==> src/rtl/lap_chronometer_pkg.sv <==
// Shared definitions for the lap chronometer: state encodings, unit
// frequencies, unit-select codes and the prescaler divide helper.
package lap_chronometer_pkg;

    typedef enum logic [1:0] {
        ST_IDLE   = 2'd0,
        ST_RUN    = 2'd1,
        ST_PAUSED = 2'd2,
        ST_DONE   = 2'd3
    } state_t;

    localparam int UNIT_FREQ_MS = 1000;
    localparam int UNIT_FREQ_US = 1000000;

    localparam int UNIT_SEL_MS = 0;
    localparam int UNIT_SEL_US = 1;

    // Number of input clocks per time unit.
    function automatic int unit_div(input int freq_in, input int select_units);
        return freq_in / ((select_units == UNIT_SEL_US) ? UNIT_FREQ_US : UNIT_FREQ_MS);
    endfunction

endpackage

==> src/rtl/lap_chronometer_lap_fifo.sv <==
// Synchronous lap-snapshot FIFO. Power-of-two depth so the pointers wrap
// naturally. The head word is read straight from the storage registers, so a
// push is visible on dout/valid one cycle after the push edge.
module lap_fifo #(
    parameter int WIDTH = 8,
    parameter int DEPTH = 4
) (
    input  logic                       clk,
    input  logic                       rst,
    input  logic                       flush,
    input  logic                       push,
    input  logic                       pop,
    input  logic [WIDTH-1:0]           din,
    output logic [WIDTH-1:0]           dout,
    output logic                       valid,
    output logic [$clog2(DEPTH):0]     count,
    output logic                       full
);

    localparam int AW = $clog2(DEPTH);
    localparam int CW = AW + 1;

    logic [WIDTH-1:0] mem_q [DEPTH];
    logic [WIDTH-1:0] mem_d [DEPTH];
    logic [AW-1:0]    wr_q, wr_d;
    logic [AW-1:0]    rd_q, rd_d;
    logic [CW-1:0]    cnt_q, cnt_d;
    logic             pop_ok;
    logic             push_ok;

    assign valid = (cnt_q != '0);
    assign full  = (cnt_q == CW'(DEPTH));
    assign dout  = mem_q[rd_q];
    assign count = cnt_q;

    // A pop frees a slot on the same edge, so push into a full FIFO is legal
    // when it coincides with a pop.
    assign pop_ok  = pop && valid;
    assign push_ok = push && (!full || pop_ok);

    // Next-state for pointers, occupancy and storage.
    always_comb begin
        mem_d = mem_q;
        wr_d  = wr_q;
        rd_d  = rd_q;
        cnt_d = cnt_q;
        if (flush) begin
            for (int i = 0; i < DEPTH; i++) begin
                mem_d[i] = '0;
            end
            wr_d  = '0;
            rd_d  = '0;
            cnt_d = '0;
        end else begin
            if (pop_ok) begin
                rd_d = rd_q + 1'b1;
            end
            if (push_ok) begin
                mem_d[wr_q] = din;
                wr_d        = wr_q + 1'b1;
            end
            case ({push_ok, pop_ok})
                2'b10:   cnt_d = cnt_q + 1'b1;
                2'b01:   cnt_d = cnt_q - 1'b1;
                default: cnt_d = cnt_q;
            endcase
        end
    end

    // FIFO registers.
    always_ff @(posedge clk or posedge rst) begin
        if (rst) begin
            mem_q <= '{default: '0};
            wr_q  <= '0;
            rd_q  <= '0;
            cnt_q <= '0;
        end else begin
            mem_q <= mem_d;
            wr_q  <= wr_d;
            rd_q  <= rd_d;
            cnt_q <= cnt_d;
        end
    end

endmodule

==> src/rtl/lap_chronometer.sv <==
// Stopwatch top level: run/pause FSM, unit prescaler, elapsed-unit
// accumulator with wrap or saturate, sticky flags and the lap FIFO.
//
// Lap readout handshake: lapValid means lapData holds the oldest snapshot;
// a cycle with lapRead && lapValid consumes it and the next entry (if any)
// appears on the following cycle. lapRead while !lapValid has no effect.
module lap_chronometer
    import lap_chronometer_pkg::*;
#(
    parameter int FREQ_IN            = 12000000,
    parameter int SELECT_UNITS       = 1,
    parameter int LIMIT_RECORD_TIMER = 1000,
    parameter int WRAP_MODE          = 0,
    parameter int LAP_DEPTH          = 4,
    parameter int SIZE_RECORD_TIMER  = $clog2(LIMIT_RECORD_TIMER),
    parameter int PRESC_W            = $clog2(unit_div(FREQ_IN, SELECT_UNITS))
) (
    input  logic                           clk,
    input  logic                           reset,
    input  logic                           start,
    input  logic                           stop,
    input  logic                           clear,
    input  logic                           lapCapture,
    input  logic                           lapRead,
    output logic [SIZE_RECORD_TIMER-1:0]   recordTimer,
    output logic                           running,
    output logic                           overflow,
    output logic [SIZE_RECORD_TIMER-1:0]   lapData,
    output logic                           lapValid,
    output logic [$clog2(LAP_DEPTH):0]     lapCount,
    output logic                           lapOverrun,
    output state_t                         state_dbg,
    output logic [PRESC_W-1:0]             prescale_dbg
);

    localparam int DIV = unit_div(FREQ_IN, SELECT_UNITS);
    localparam logic [PRESC_W-1:0]           PMAX = PRESC_W'(DIV - 1);
    localparam logic [SIZE_RECORD_TIMER-1:0] TMAX = SIZE_RECORD_TIMER'(LIMIT_RECORD_TIMER - 1);

    state_t                         state_q, state_d;
    logic [PRESC_W-1:0]             presc_q, presc_d;
    logic [SIZE_RECORD_TIMER-1:0]   timer_q, timer_d;
    logic                           ovf_q, ovf_d;
    logic                           ovr_q, ovr_d;

    logic cap_ok;
    logic fifo_pop;
    logic fifo_push;
    logic fifo_full;

    // Captures are accepted once the watch has been started; clear wins.
    assign cap_ok    = lapCapture && (state_q != ST_IDLE) && !clear;
    assign fifo_pop  = lapRead && lapValid && !clear;
    assign fifo_push = cap_ok && (!fifo_full || fifo_pop);

    // FSM next state, prescaler/accumulator update and sticky flags.
    always_comb begin
        state_d = state_q;
        presc_d = presc_q;
        timer_d = timer_q;
        ovf_d   = ovf_q;
        ovr_d   = ovr_q;
        if (clear) begin
            state_d = ST_IDLE;
            presc_d = '0;
            timer_d = '0;
            ovf_d   = 1'b0;
            ovr_d   = 1'b0;
        end else begin
            if (cap_ok && fifo_full && !fifo_pop) begin
                ovr_d = 1'b1;
            end
            case (state_q)
                ST_IDLE: begin
                    if (start) begin
                        state_d = ST_RUN;
                    end
                end
                ST_RUN: begin
                    // The stop edge itself does not advance the prescaler, so
                    // the partial unit is preserved exactly across a pause.
                    if (stop) begin
                        state_d = ST_PAUSED;
                    end else if (presc_q == PMAX) begin
                        presc_d = '0;
                        if (timer_q == TMAX) begin
                            ovf_d = 1'b1;
                            if (WRAP_MODE != 0) begin
                                timer_d = '0;
                            end else begin
                                state_d = ST_DONE;
                            end
                        end else begin
                            timer_d = timer_q + 1'b1;
                        end
                    end else begin
                        presc_d = presc_q + 1'b1;
                    end
                end
                ST_PAUSED: begin
                    if (start) begin
                        state_d = ST_RUN;
                    end
                end
                default: begin
                    state_d = state_q;
                end
            endcase
        end
    end

    // Control and counting registers.
    always_ff @(posedge clk or posedge reset) begin
        if (reset) begin
            state_q <= ST_IDLE;
            presc_q <= '0;
            timer_q <= '0;
            ovf_q   <= 1'b0;
            ovr_q   <= 1'b0;
        end else begin
            state_q <= state_d;
            presc_q <= presc_d;
            timer_q <= timer_d;
            ovf_q   <= ovf_d;
            ovr_q   <= ovr_d;
        end
    end

    lap_fifo #(
        .WIDTH (SIZE_RECORD_TIMER),
        .DEPTH (LAP_DEPTH)
    ) u_lap_fifo (
        .clk   (clk),
        .rst   (reset),
        .flush (clear),
        .push  (fifo_push),
        .pop   (fifo_pop),
        .din   (timer_q),
        .dout  (lapData),
        .valid (lapValid),
        .count (lapCount),
        .full  (fifo_full)
    );

    assign recordTimer  = timer_q;
    assign running      = (state_q == ST_RUN);
    assign overflow     = ovf_q;
    assign lapOverrun   = ovr_q;
    assign state_dbg    = state_q;
    assign prescale_dbg = presc_q;

endmodule

==> config.mk <==
export PLATFORM = sky130hd
export DESIGN_NAME = lap_chronometer
export DESIGN_NICKNAME = d
export VERILOG_FILES = /design/src/rtl/lap_chronometer_pkg.sv /design/src/rtl/lap_chronometer_lap_fifo.sv /design/src/rtl/lap_chronometer.sv
export SDC_FILE = /design/constraint.sdc
export NUM_CORES = 1
export LEC_CHECK = 0
export ABC_AREA = 1
export CAP_MARGIN = 0
export CORE_MARGIN = 2
export CORE_UTILIZATION = 51
export CTS_BUF_LIST = sky130_fd_sc_hd__clkbuf_16
export DETAILED_ROUTE_END_ITERATION = 8
export DONT_BUFFER_PORTS = 1
export PLACE_DENSITY_LB_ADDON = 0.12
export SLEW_MARGIN = 20
export SYNTH_ARGS = -nofsm -noshare
export SYNTH_HDL_FRONTEND = slang
export SYNTH_SLANG_ARGS = --single-unit
==> constraint.sdc <==
create_clock -name clk -period 2.15 [get_ports clk]
set_input_delay 0.43 -clock clk [delete_from_list [all_inputs] [get_ports clk]]
set_output_delay 0.43 -clock clk [all_outputs]
set_load 0.005 [all_outputs]
* Word level (Yosys, flattened, before mapping)
Cells that the tools add are included.
Cells by class: add/sub/neg operators 6, $mul 0, div/mod/pow operators 0, magnitude comparators 3, eq/ne operators 12, shift-type cells 0, mux-type cells 36, bitwise operators 2, reduce and logical (&&, ||, !) cells 31
Operator list (count):
- 10-bit 2-to-1 mux | 8
- 40-bit 2-to-1 mux | 2
- 40-bit bitwise mux | 1
- 10-bit binary-select mux with 2-bit select | 1
- 10-bit demux with 2-bit select | 1
- 2-bit 2-to-1 mux | 9
- 4-bit 2-to-1 mux | 4
- 2-bit nonzero test | 7
- 4-bit AND reduction | 3
- 10-bit by 1-bit adder with 10-bit output, second input constant | 1
- 10-bit == test, second input constant | 1
- 1-bit logical AND | 10
- 3-bit nonzero test | 3
- 4-bit by 3-bit inequality test with 1-bit output, second input constant | 2
- 1-bit 2-to-1 mux | 7
- 3-bit >= comparator, second input constant | 2
- 2-bit NOT with 3-bit output | 2
- 3-bit case mux with 2 select lines | 1
- 2-bit by 1-bit adder with 2-bit output, second input constant | 2
- 4-bit by 1-bit adder with 4-bit output, second input constant | 1
- 2-bit by 1-bit == test with 1-bit output, second input constant | 2
- 2-bit == test, second input constant | 2
- 4-bit == test, second input constant | 1
- 2-bit case mux with 2 select lines | 1
- 13 further kinds | 16
Word-level totals: flip-flop bits (word level) 65, latch bits 0, memory bits (writable) 0, bits in read-only memories 0, bits of input ports 7, output and inout bits 33, word-level logic and storage cells 102, memories 0

* Longest topological paths before layout
word-level depth 9, mapped depth 10

* Modules after synthesis
A second synthesis with hierarchy kept.
Unflattened totals: cell total of the unflattened synthesis 470, area total of the unflattened synthesis 3553.4 um^2
By module, submodules not included:
- lap_fifo | times used 1, cells each 312, area an instance 2457.4 um^2
- lap_chronometer | times used 1, cells each 158, area an instance 1096.1 um^2

* Worst setup path after synthesis
OpenSTA, ideal clock, no wires.
path kind reg2reg, start point reg u_lap_fifo.cnt_q[0] (netlist: u_lap_fifo.count[0]), end point reg u_lap_fifo.cnt_q[2] (netlist: u_lap_fifo.count[2]), arrival 1602 ps, required time 2033 ps, setup slack 431 ps, cell stages (with the launch flop) 11, buffers on the path 0, cell sequence dfrtp_1 -> nor2_1 -> nand2_1 -> nand4_1 -> inv_1 -> fa_1 -> xor2_1 -> nand3b_1 -> nand2_1 -> nand2_1 -> nand2_1
On the way: cells in the longest elaborated chain, start to end 9, elaborated cells on any way between the ends 17, those cells by class 2 x add/sub; 3 x eq/ne; 2 x mux; 10 x reduce/logical
Ends and longest elaborated chain:
- start: declaration | RTL line lap_chronometer_lap_fifo.sv:27 | logic [CW-1:0] cnt_q, cnt_d;
- start signal: assignment | RTL line lap_chronometer_lap_fifo.sv:81 | cnt_q <= cnt_d;
- 3-bit nonzero test * | RTL line lap_chronometer_lap_fifo.sv:31 | assign valid = (cnt_q != '0);
- via lapValid | RTL line lap_chronometer.sv:29 | output logic lapValid,
- 1-bit logical AND (2 in series) | RTL line lap_chronometer.sv:53 | assign fifo_pop = lapRead && lapValid && !clear;
- 1-bit logical OR or 1-bit logical AND (tied branches) | RTL line lap_chronometer.sv:54, lap_chronometer_lap_fifo.sv:38
- 1-bit logical AND or 1-bit logical OR (tied branches) | RTL line lap_chronometer.sv:54, lap_chronometer_lap_fifo.sv:39
- 1-bit logical AND | RTL line lap_chronometer_lap_fifo.sv:39 | assign push_ok = push && (!full || pop_ok);
- 2-bit by 1-bit == test with 1-bit output or 2-bit == test (tied branches) | RTL line lap_chronometer_lap_fifo.sv:62 | case ({push_ok, pop_ok})
- 3-bit case mux with 2 select lines | RTL line lap_chronometer_lap_fifo.sv:62
- 3-bit 2-to-1 mux | RTL line lap_chronometer_lap_fifo.sv:47 | if (flush) begin
The timed path passes the listed nets; every way through them passes the cells marked *. A chain may end at the register's enable or synchronous reset.

* Final worst setup path
start point reg u_lap_fifo.rd_q[1], end point out lapData[8]
On the way: cells in the longest elaborated chain, start to end 4
Ends and longest elaborated chain:
- start: declaration | RTL line lap_chronometer_lap_fifo.sv:26 | logic [AW-1:0] rd_q, rd_d;
- start signal: assignment | RTL line lap_chronometer_lap_fifo.sv:80 | rd_q <= rd_d;
- 2-bit NOT with 3-bit output (not written as such) | RTL line lap_chronometer_lap_fifo.sv:33 | assign dout = mem_q[rd_q];
- 10-bit binary-select mux with 2-bit select | RTL line lap_chronometer_lap_fifo.sv:33
- 10-bit 2-to-1 mux (not written as such) (2 in series) | RTL line lap_chronometer_lap_fifo.sv:33
- end: declaration | RTL line lap_chronometer.sv:28 | output logic [SIZE_RECORD_TIMER-1:0] lapData,
No other way between the ends. The select of a mux whose other input is x is not followed.

==> metrics.md <==
| Metric | Value |
|---|---|
| Startpoint Class | `register` |
| Worst path top cell family by delay | `flip-flops` |
| Largest stage delay on the critical path | `0.50 ns` |
| Cell area after layout | `3750 sq um` |
| Fin crit share | `92.9%` |
| Logic gate share of total power | `15.1%` |
| Syn nets | `426` |
| Syn Area/Cell | `8.25 sq um` |
| Final setup violation count | `0` |
| Placed instance area | `3500 sq um` |
| DRT iter0 DRCs | `187` |
| Clk sinks | `65` |
| Seq/Total Area, Yosys | `47.8%` |
| Clk root buf | `clkbuf_16` |
| IO Port Bufs | `0` |
| Setup repair after global routing missed its margin | `no` |
| Net Sw Frac | `29.0%` |
| Worst path slowest cell | `dfrtp_1` |
| Area contributors post-synth | `dfrtp_1, nand2_1, o21ai_0, nor2_1, inv_1` |
| Crit path cell chain | `inv_1, o21ai_0, o22ai_1` |
| Ys Warns | `0` |
| RD Place Congestion | `0.815` |
| Netlist Area Pre-Place | `3400 sq um` |
| Crit Path Category | `register to output pin` |
| Most used routing layer | `met2` |
| Die ar. | `7340 sq um` |
| Met3 usage | `4.91%` |
| Largest net degree at the start of global routing | `66` |
| Hold Path Class | `input port to async pin` |
| Clock share of power | `41.7%` |
| Max_slew headroom | `74.1%` |
| Internal Power | `2.15 mW` |
| Max Root-Sink Buffers | `2` |
| CP required | `1.72 ns` |
| Tmin final | `2.00 ns` |
| Vias in the first global route | `2724` |
| Buffers and inverters on the worst path | `1` |
| Fin. Hold Viols | `0` |
| Drt first pass iters | `4` |
| Final core utilization | `58.8%` |
| GRT overflow | `0` |
| Result of the run | `completed` |
| Total core area | `6390 sq um` |
| Switching power | `876 uW` |
| FF+latch count, synth | `65` |
| TritonCTS buffer count | `9` |
| Worst-Margin Slew | `0.388 ns` |
| Pwr Density | `806 nW/um^2` |
| Met1 usage | `29.4%` |
| Fmax | `500 MHz` |
| Residual DRC | `0` |
| CP Max Fanout | `12` |
| Area delta synth->final | `10.4%` |
| Slew Limit Fails | `0` |
| Avg WL per Cell | `15.9 microns` |
| Ratio of cells with drive above 1 in the final layout | `12.1%` |
| Die H | `85.7 microns` |
| Ant diodes | `0` |
| Pleak | `1.83 nW` |
| Rows | `29` |
| Count of hold-fix buffers inserted at cts | `0` |
| GRT met2 Usage | `39.4%` |
| IO Pins | `40` |
| GRT Resource Usage Total | `23.1%` |
| Worst EP arrival | `1.57 ns` |
| CP Capture Type | `output pin` |
| PostCTS Resize Cnt | `0` |
| Routed vias/inst | `5.59` |
| Final ANT Viol Nets | `0` |
| Clock Skews | `0.00658 ns` |
| Yosys cell types | `33` |
| Clock Latency Late Sink | `0.32 ns` |
| Initial antenna violation count | `0` |
| Area share of the largest cell type after synthesis | `47.8%` |
| Fin Setup TNS | `0 ns` |
| First-pass GRT wire length | `13.3 mm` |
| Layout net count | `432` |
| Die W | `85.7 microns` |
| Vias | `2789` |
| Sequential Power Share | `43.2%` |
| Peak supply drop | `0.554 mV` |
| Post-synth top area cell | `dfrtp_1` |
| Commonest non-fill, non-tap cell in the layout | `nand2_1` |
| Level count of the clock H-tree | `3` |
| Dpl hpwl | `5.25 mm` |
| Post-Syn Instances | `412` |
| CTS tree | `done` |
| MaxCap Viol Count | `0` |
| Setup Buffers After CTS | `0` |
| Clk pin slew, worst setup/hold paths | `0.05 ns` |
| Initial Utilization | `53.3%` |
| Routed WL | `7.95 mm` |
| Most frequent cells in the layout | `nand2_1, dfrtp_1, nor2_1` |
worst register-to-register path, cell delays in order, from the launching register on:
cell	delay (ns)
dfrtp_1	0.44
nor2_1	0.17
nand2_1	0.12
nand4_1	0.15
inv_1	0.07
fa_1	0.38
xor2_1	0.17
nand3b_1	0.13
nand2_1	0.05
nand2_1	0.06
nand2_1	0.04
routing by layer:
metal	wire length [microns]	part of all wire, %
met4	95	1.2
met5	0	0
met2	3850	48
met1	3460	43
met3	553	7.0
power by group through the flow:
stage	registers (mW)	clock network [mW]	logic, mW
CTS	1.31	1.28	0.464
global placement	1.33	0	0.457
detailed placement	1.33	0	0.462
finish	1.31	1.26	0.457
global route	1.31	1.33	0.519
floorplan	1.33	0	0.346
cell usage after synthesis (all sizes together):
cell type,instances
a21oi,4
fa,1
nor2,53
clkbuf,7
nand3b,1
dfrtp,65
nand3,13
ha,6
o211ai,1
inv,45
o21ai,69
nand2,113
xor2,3
nand4,12
o21a,1
o22ai,10
buf,2
o21bai,1
nor3,4
nor3b,1
cell families after synthesis:
kind of cell,share of synthesized area [%]
DFF,47.8
adders and majority gates,2.80
AOI/OAI and AO/OA,14.6
and+or+nand+nor,27.6
buffers and inverters,6.40
xor gates and xnor gates,0.773
layout make-up:
cell class,count,area (sq um)
inverter,45,179
sequential,65,1630
tap,77,96.3
clock buffer,9,225
timing repair buffer,4,42.5
fill,583,2630
multi-input combinational,293,1560
clock inverter,6,28.8
worst paths after layout:
kind	start	endpoint	slack, ns	cells after the start
max	u_lap_fifo.rd_q[1]	lapData[8]	0.15	3
min	reset	recordTimer[4]	0.06	2
max reg2reg	u_lap_fifo.count[1]	u_lap_fifo.count[2]	0.26	10
min reg2reg	u_lap_fifo.mem_q[28]	u_lap_fifo.mem_q[28]	0.47	2
max in group asynchronous	reset	prescale_dbg[1]	1.81	2
min in group clk	clear	lapOverrun	0.17	1
flip-flops by register name, indices dropped and copies added, names as in the netlist:
signal / flops
overflow: 1
state_dbg: 2
lapOverrun: 1
u_lap_fifo.mem_q: 40
u_lap_fifo.count: 3
u_lap_fifo.rd_q: 2
u_lap_fifo.wr_q: 2
prescale_dbg: 4
recordTimer: 10
metrics by stage:
step | std cells | hold slack [ns] | power [mW] | setup WS (ns)
6_report | 499 | 0.0574 | 3.02 | 0.152
5_1_grt | 499 | 0.0958 | 3.16 | 0.0514
3_5_place_dp | 484 | 0.416 | 1.79 | 0.266
2_1_floorplan | 412 | 0.437 | 1.67 | 0.0935
3_3_place_gp | 484 | 0.413 | 1.78 | 0.319
4_1_cts | 499 | 0.0746 | 3.05 | 0.151
(Power assumes the default switching activity.)
